===== config.mk =====
export PLATFORM = sky130hd
export DESIGN_NAME = imem_loader_flat
export DESIGN_NICKNAME = d
export VERILOG_FILES = /design/src/rtl/imem_loader_if.sv /design/src/rtl/imem_loader.sv /design/src/flat_wrapper.sv
export SDC_FILE = /design/constraint.sdc
export NUM_CORES = 1
export LEC_CHECK = 0
export ABC_CLOCK_PERIOD_IN_PS = 2530
export CELL_PAD_IN_SITES_DETAIL_PLACEMENT = 0
export CELL_PAD_IN_SITES_GLOBAL_PLACEMENT = 1
export CORE_ASPECT_RATIO = 1.2
export CORE_UTILIZATION = 40
export CTS_BUF_LIST = sky130_fd_sc_hd__clkbuf_2
export CTS_CLUSTER_DIAMETER = 30
export DETAILED_ROUTE_END_ITERATION = 8
export PLACE_DENSITY = 0.83
export SKIP_CTS_REPAIR_TIMING = 1
export SKIP_LAST_GASP = 1
export SLEW_MARGIN = 0
export SYNTH_ARGS = -nofsm -noshare
export SYNTH_HDL_FRONTEND = slang
export SYNTH_SLANG_ARGS = --single-unit

===== constraint.sdc =====
create_clock -name clk_i -period 2.53 [get_ports clk_i]
set_input_delay 0.759 -clock clk_i [delete_from_list [all_inputs] [get_ports clk_i]]
set_output_delay 0.759 -clock clk_i [all_outputs]
set_load 0.05 [all_outputs]

===== src/rtl/imem_loader_if.sv =====
// Byte-stream input and instruction-memory write-port bundle for imem_loader.
// The master side feeds bytes and start requests; the loader is the slave.
interface imem_loader_if #(
    parameter int ADDR_W = 8
);
    logic              start;
    logic [ADDR_W:0]   word_count;
    logic              in_valid;
    logic [7:0]        in_data;
    logic              in_ready;
    logic              imem_we;
    logic [31:0]       imem_addr;
    logic [31:0]       imem_wdata;
    logic              cpu_reset;
    logic              busy;
    logic              done;
    logic [31:0]       checksum;

    modport master (
        output start, word_count, in_valid, in_data,
        input  in_ready, imem_we, imem_addr, imem_wdata, cpu_reset, busy, done, checksum
    );

    modport slave (
        input  start, word_count, in_valid, in_data,
        output in_ready, imem_we, imem_addr, imem_wdata, cpu_reset, busy, done, checksum
    );
endinterface


===== src/rtl/imem_loader.sv =====
// Boot-time loader: assembles big-endian words from a byte stream, writes them to
// consecutive instruction-memory words, and holds the core in reset until done.
module imem_loader #(
    parameter int ADDR_W = 8
) (
    input  logic          clk_i,
    input  logic          reset_i,
    imem_loader_if.slave  bus
);
    typedef enum logic [1:0] {IDLE, RECV, WRITE, RUN} state_e;

    localparam logic [ADDR_W:0] CAPACITY = {1'b1, {ADDR_W{1'b0}}};
    localparam logic [ADDR_W:0] IDX_ONE  = {{ADDR_W{1'b0}}, 1'b1};

    state_e          state_q;
    logic [ADDR_W:0] target_q;
    logic [ADDR_W:0] word_idx_q;
    logic [1:0]      byte_cnt_q;
    logic [31:0]     buf_q;
    logic [31:0]     checksum_q;
    logic [31:0]     imem_addr_q;
    logic [31:0]     imem_wdata_q;
    logic            in_ready_q;
    logic            imem_we_q;
    logic            cpu_reset_q;
    logic            busy_q;
    logic            done_q;

    logic [ADDR_W:0] target_d;
    logic [ADDR_W:0] word_idx_d;
    logic [31:0]     buf_d;
    logic            byte_accept;

    always_comb begin
        target_d    = (bus.word_count > CAPACITY) ? CAPACITY : bus.word_count;
        word_idx_d  = word_idx_q + IDX_ONE;
        buf_d       = {buf_q[23:0], bus.in_data};
        byte_accept = bus.in_valid && in_ready_q;
    end

    // NOTE: every register, outputs included, updates only here with <=; reset is
    // sampled on the clock edge, so there is no asynchronous path anywhere.
    always_ff @(posedge clk_i) begin
        if (reset_i) begin
            state_q      <= IDLE;
            target_q     <= '0;
            word_idx_q   <= '0;
            byte_cnt_q   <= '0;
            buf_q        <= '0;
            checksum_q   <= '0;
            imem_addr_q  <= '0;
            imem_wdata_q <= '0;
            in_ready_q   <= 1'b0;
            imem_we_q    <= 1'b0;
            cpu_reset_q  <= 1'b1;
            busy_q       <= 1'b0;
            done_q       <= 1'b0;
        end else begin
            done_q    <= 1'b0;
            imem_we_q <= 1'b0;
            unique case (state_q)
                IDLE, RUN: begin
                    if (bus.start) begin
                        target_q   <= target_d;
                        word_idx_q <= '0;
                        byte_cnt_q <= '0;
                        checksum_q <= '0;
                        if (target_d == '0) begin
                            state_q     <= RUN;
                            done_q      <= 1'b1;
                            cpu_reset_q <= 1'b0;
                            busy_q      <= 1'b0;
                            in_ready_q  <= 1'b0;
                        end else begin
                            state_q     <= RECV;
                            in_ready_q  <= 1'b1;
                            busy_q      <= 1'b1;
                            cpu_reset_q <= 1'b1;
                        end
                    end
                end
                RECV: begin
                    if (byte_accept) begin
                        buf_q      <= buf_d;
                        byte_cnt_q <= byte_cnt_q + 2'd1;
                        if (byte_cnt_q == 2'd3) begin
                            state_q      <= WRITE;
                            in_ready_q   <= 1'b0;
                            imem_we_q    <= 1'b1;
                            imem_wdata_q <= buf_d;
                            imem_addr_q  <= {{(30 - ADDR_W){1'b0}}, word_idx_q[ADDR_W-1:0], 2'b00};
                        end
                    end
                end
                WRITE: begin
                    // The word on imem_wdata commits at this edge; buf_q still holds it.
                    checksum_q <= checksum_q + buf_q;
                    word_idx_q <= word_idx_d;
                    byte_cnt_q <= '0;
                    if (word_idx_d == target_q) begin
                        state_q     <= RUN;
                        busy_q      <= 1'b0;
                        cpu_reset_q <= 1'b0;
                        done_q      <= 1'b1;
                    end else begin
                        state_q    <= RECV;
                        in_ready_q <= 1'b1;
                    end
                end
                default: ;
            endcase
        end
    end

    assign bus.in_ready   = in_ready_q;
    assign bus.imem_we    = imem_we_q;
    assign bus.imem_addr  = imem_addr_q;
    assign bus.imem_wdata = imem_wdata_q;
    assign bus.cpu_reset  = cpu_reset_q;
    assign bus.busy       = busy_q;
    assign bus.done       = done_q;
    assign bus.checksum   = checksum_q;
endmodule


===== src/flat_wrapper.sv =====
// flat-port wrapper written by rule: the top's interface ports become plain ports
module imem_loader_flat 
#(
    parameter int ADDR_W = 8
)
  (clk_i, reset_i, bus_start, bus_word_count, bus_in_valid, bus_in_data, bus_in_ready, bus_imem_we, bus_imem_addr, bus_imem_wdata, bus_cpu_reset, bus_busy, bus_done, bus_checksum);
  imem_loader_if #(.ADDR_W(ADDR_W)) bus_i ();
  input  logic clk_i;
  input  logic reset_i;
  input wire logic [$bits(bus_i.start)-1:0] bus_start;
  input wire logic [$bits(bus_i.word_count)-1:0] bus_word_count;
  input wire logic [$bits(bus_i.in_valid)-1:0] bus_in_valid;
  input wire logic [$bits(bus_i.in_data)-1:0] bus_in_data;
  output wire logic [$bits(bus_i.in_ready)-1:0] bus_in_ready;
  output wire logic [$bits(bus_i.imem_we)-1:0] bus_imem_we;
  output wire logic [$bits(bus_i.imem_addr)-1:0] bus_imem_addr;
  output wire logic [$bits(bus_i.imem_wdata)-1:0] bus_imem_wdata;
  output wire logic [$bits(bus_i.cpu_reset)-1:0] bus_cpu_reset;
  output wire logic [$bits(bus_i.busy)-1:0] bus_busy;
  output wire logic [$bits(bus_i.done)-1:0] bus_done;
  output wire logic [$bits(bus_i.checksum)-1:0] bus_checksum;
  assign bus_i.start = bus_start;
  assign bus_i.word_count = bus_word_count;
  assign bus_i.in_valid = bus_in_valid;
  assign bus_i.in_data = bus_in_data;
  assign bus_in_ready = bus_i.in_ready;
  assign bus_imem_we = bus_i.imem_we;
  assign bus_imem_addr = bus_i.imem_addr;
  assign bus_imem_wdata = bus_i.imem_wdata;
  assign bus_cpu_reset = bus_i.cpu_reset;
  assign bus_busy = bus_i.busy;
  assign bus_done = bus_i.done;
  assign bus_checksum = bus_i.checksum;
  imem_loader #(.ADDR_W(ADDR_W)) u_core (.clk_i(clk_i), .reset_i(reset_i), .bus(bus_i));
endmodule

==> metrics <==
routed wl met3 777 µm; Cells after Synth roughly 870; crit path max fanout 5; Num Clock Sinks about 130; EDFF count, synth 0; outcome complete, no violations; CP Cell Sequence ha_1, a21oi_1, o21ai_1, a21o_1, o211ai_2, nand3_2, a221oi_2, mux2i_1, nand3_1; Residual DRC 0; prevailing post-synth register cell dfxtp_1; Hold Crit Class input pin to register; Seq cells post-synth 131; fmax between 400 and 500 MHz; DR top layer met4; RSZ-0062 raised after global routing true; Root Buffer clkbuf_2; Worst Setup SP u_core.bus.checksum[8]; most common cell after layout, fill and taps aside nand2_1; drt total wl approximately 18 mm; CP top delay family compound AO/OA/AOI/OAI gates; Synth async-reset ratio 0%; clk_lat worst skew 0.71 ns; Worst Skew roughly 0.019 ns; post-synthesis sequential area ratio a little under two fifths; total CTS buffers 17; R2R Path End u_core.bus.checksum[30]; LEAKAGE 4.74 nW; H-tree levels 4; clk slew on worst S/H paths roughly 0.19 ns; max_slew headroom just under 60%; PortBufs 97; Data required, critical path ~3.2 ns; Synth top area share 38.2%; Top Ports between 100 and 150; via count 6242; initial antenna violation count 1; Die Wd 122 µm; cell type with the highest aggregate area in the netlist dfxtp_1; Worst Hold End u_core.buf_q[24]; Worst R2R Start u_core.bus.checksum[8]; total power 4.59 mW; startpoint types register; P&R area growth vs syn 26.8%; Worst Path Class, Setup register to register; number of distinct library cells after synthesis 64; fraction of layout cells with a size suffix above 1 under 10%; Routed WL per cell 15.0 µm; Vias/cell roughly 5.1; met2 routed WL just over 9 mm; Reg2Reg Depth 9; global-route wire length before repair 29.1 mm; Starting Density between 40 and 50%; Data arrival, critical path just over 3 ns; Yosys warning count 0; part of the cycle the worst path needs between 90% and 100%; worst setup margin between 0.08 and 0.09 ns; Die Area 17700 µm²; Setup-failing EPs final 0; Die Y between 100 and 150 µm; # fillers approximately 1600; row count 52; area taken by multi-input logic gates about 4000 µm²; Finished Cell Area roughly 8700 µm²; Final Hold Vio Count 0; Synth Cell Area slightly below 7000 µm²; register area around 2600 µm²; HP Start reset_i; WHS Path Cells 2; synthesized area per cell ~7.9 µm²; top cells by area in the synthesized netlist dfxtp_1 (38%), nand2_1 (11%), a21oi_1 (8.8%); Buf/Inv on CP 0; PD cells 528 nW/µm²; Post-Route M1 WL around 7.7 mm; CTS max path bufs 2; Global Route Usage Sum 21.2%; Final Max Tran Viols 0; Final HPWL DP roughly 14 mm; slew at the pin closest to its max-slew limit a little over 0.6 ns; Core ar. approximately 17000 µm²; DR iter-0 viols approximately 330; worst stage delay on the critical path between 0.3 and 0.4 ns; Max Cap Viol 0; Pre-Repair DR Iteration Count 5; fin nets 1048; CTS tree built; commonest non-fill, non-tap cells in the layout nand2_1 (200), dfxtp_1 (127), a21oi_1 (118); Routed Antenna Nets 0; post-route minimum period between 2 and 2.5 ns; GRT overflow 0; largest net degree at the start of global routing 60; number of global-route vias before repair just under 6000; Post-Place Setup Slack about 0.039 ns; reg2reg setup slack 0.09 ns; Critical Path Sink Type register; Worst VDD drop approximately 620 µV; area post-placement 8220 µm²; Slowest cell on crit path dfxtp_1; gpl congestion ~0.85
## power by group
group | internal [mW] | total (mW) | switching, mW
Clock | 0.551 | 1.33 | 0.778
Combinational | 0.368 | 1.08 | 0.708
Sequential | 2.13 | 2.19 | 0.0567
Total | 3.05 | 4.59 | 1.54
## worst max path at each step
stage               slack [ns]  depth (start not counted)                       to
finish                    0.09                          9  u_core.bus.checksum[30]
global route              -0.1                         11  u_core.bus.checksum[30]
CTS                      -0.35                          2         bus_checksum[13]
detailed placement        0.04                         11  u_core.bus.checksum[30]
global placement          0.06                         11  u_core.bus.checksum[30]
floorplan               0.0005                          9  u_core.bus.checksum[30]
## metal layers
metal | up-vias | GRT usage [%]
met3 | 29 | 5.29
met1 | 2879 | 24.2
li1 | 3214 | -
met2 | 120 | 37.0
met5 | - | 0
met4 | 0 | 8.83
## logic make-up (layout without fill, tap and decap cells)
family          count (synthesis)  count (layout)  synth area share [%]
xor+xnor                       33              33                  4.54
simple gates                  346             346                  22.3
flops                         131             131                  38.2
fa+ha+maj                      37              37                  6.86
other cells                     1              25                0.0546
mux                             4               4                 0.583
buf+inv                        82             189                  6.22
compound gates                237             237                  21.2
## flip-flops by register name, indices dropped and copies added (netlist names), 2 cells and up
register and count:
u_core.buf_q 32, u_core.bus.checksum 32, u_core.bus.imem_addr 8, u_core.bus.imem_wdata 32, u_core.byte_cnt_q 2, u_core.state_q 2, u_core.target_q 9, u_core.word_idx_q 9
## metrics by stage
| stage | setup TNS, ns | util [%] | hold WS [ns] | instances |
|---|---|---|---|---|
| CTS | -18.03 | 50.2 | 0.270 | 1215 |
| detailed placement | 0 | 48.8 | 0.446 | 1185 |
| floorplan | 0 | - | 0.440 | 894 |
| global placement | 0 | 48.8 | 0.443 | 1185 |
| global route | -0.251 | 51.7 | 0.295 | 1218 |
| finish | 0 | 51.7 | 0.355 | 1218 |
## cell usage after synthesis (all sizes together), types with 10 or more instances
| library cell | instances |
|---|---|
| nand2 | 200 |
| dfxtp | 131 |
| a21oi | 122 |
| nor2 | 60 |
| clkbuf | 38 |
| ha | 36 |
| buf | 32 |
| o21ai | 31 |
| a21o | 20 |
| xnor2 | 17 |
| nand3 | 15 |
| xor2 | 15 |
| inv | 12 |
| nor3b | 12 |
| nor3 | 11 |
| a22oi | 10 |
| nand2b | 10 |
## worst register-to-register path: stages (launching register included)
cell	delay [ns]
dfxtp_1	0.37
ha_1	0.36
a21oi_1	0.20
o21ai_1	0.12
a21o_1	0.28
o211ai_2	0.27
nand3_2	0.17
a221oi_2	0.29
mux2i_1	0.21
nand3_1	0.07
## final cells by class
cell class / count / share of cell area (%)
antenna: 1 / 0.0287
clock buffer: 20 / 1.15
clock inverter: 10 / 1.54
inverter: 12 / 0.517
multi-input combinational: 681 / 45.2
sequential: 131 / 30.2
tap: 216 / 3.10
timing repair buffer: 147 / 18.2
(Power assumes the default switching activity.)
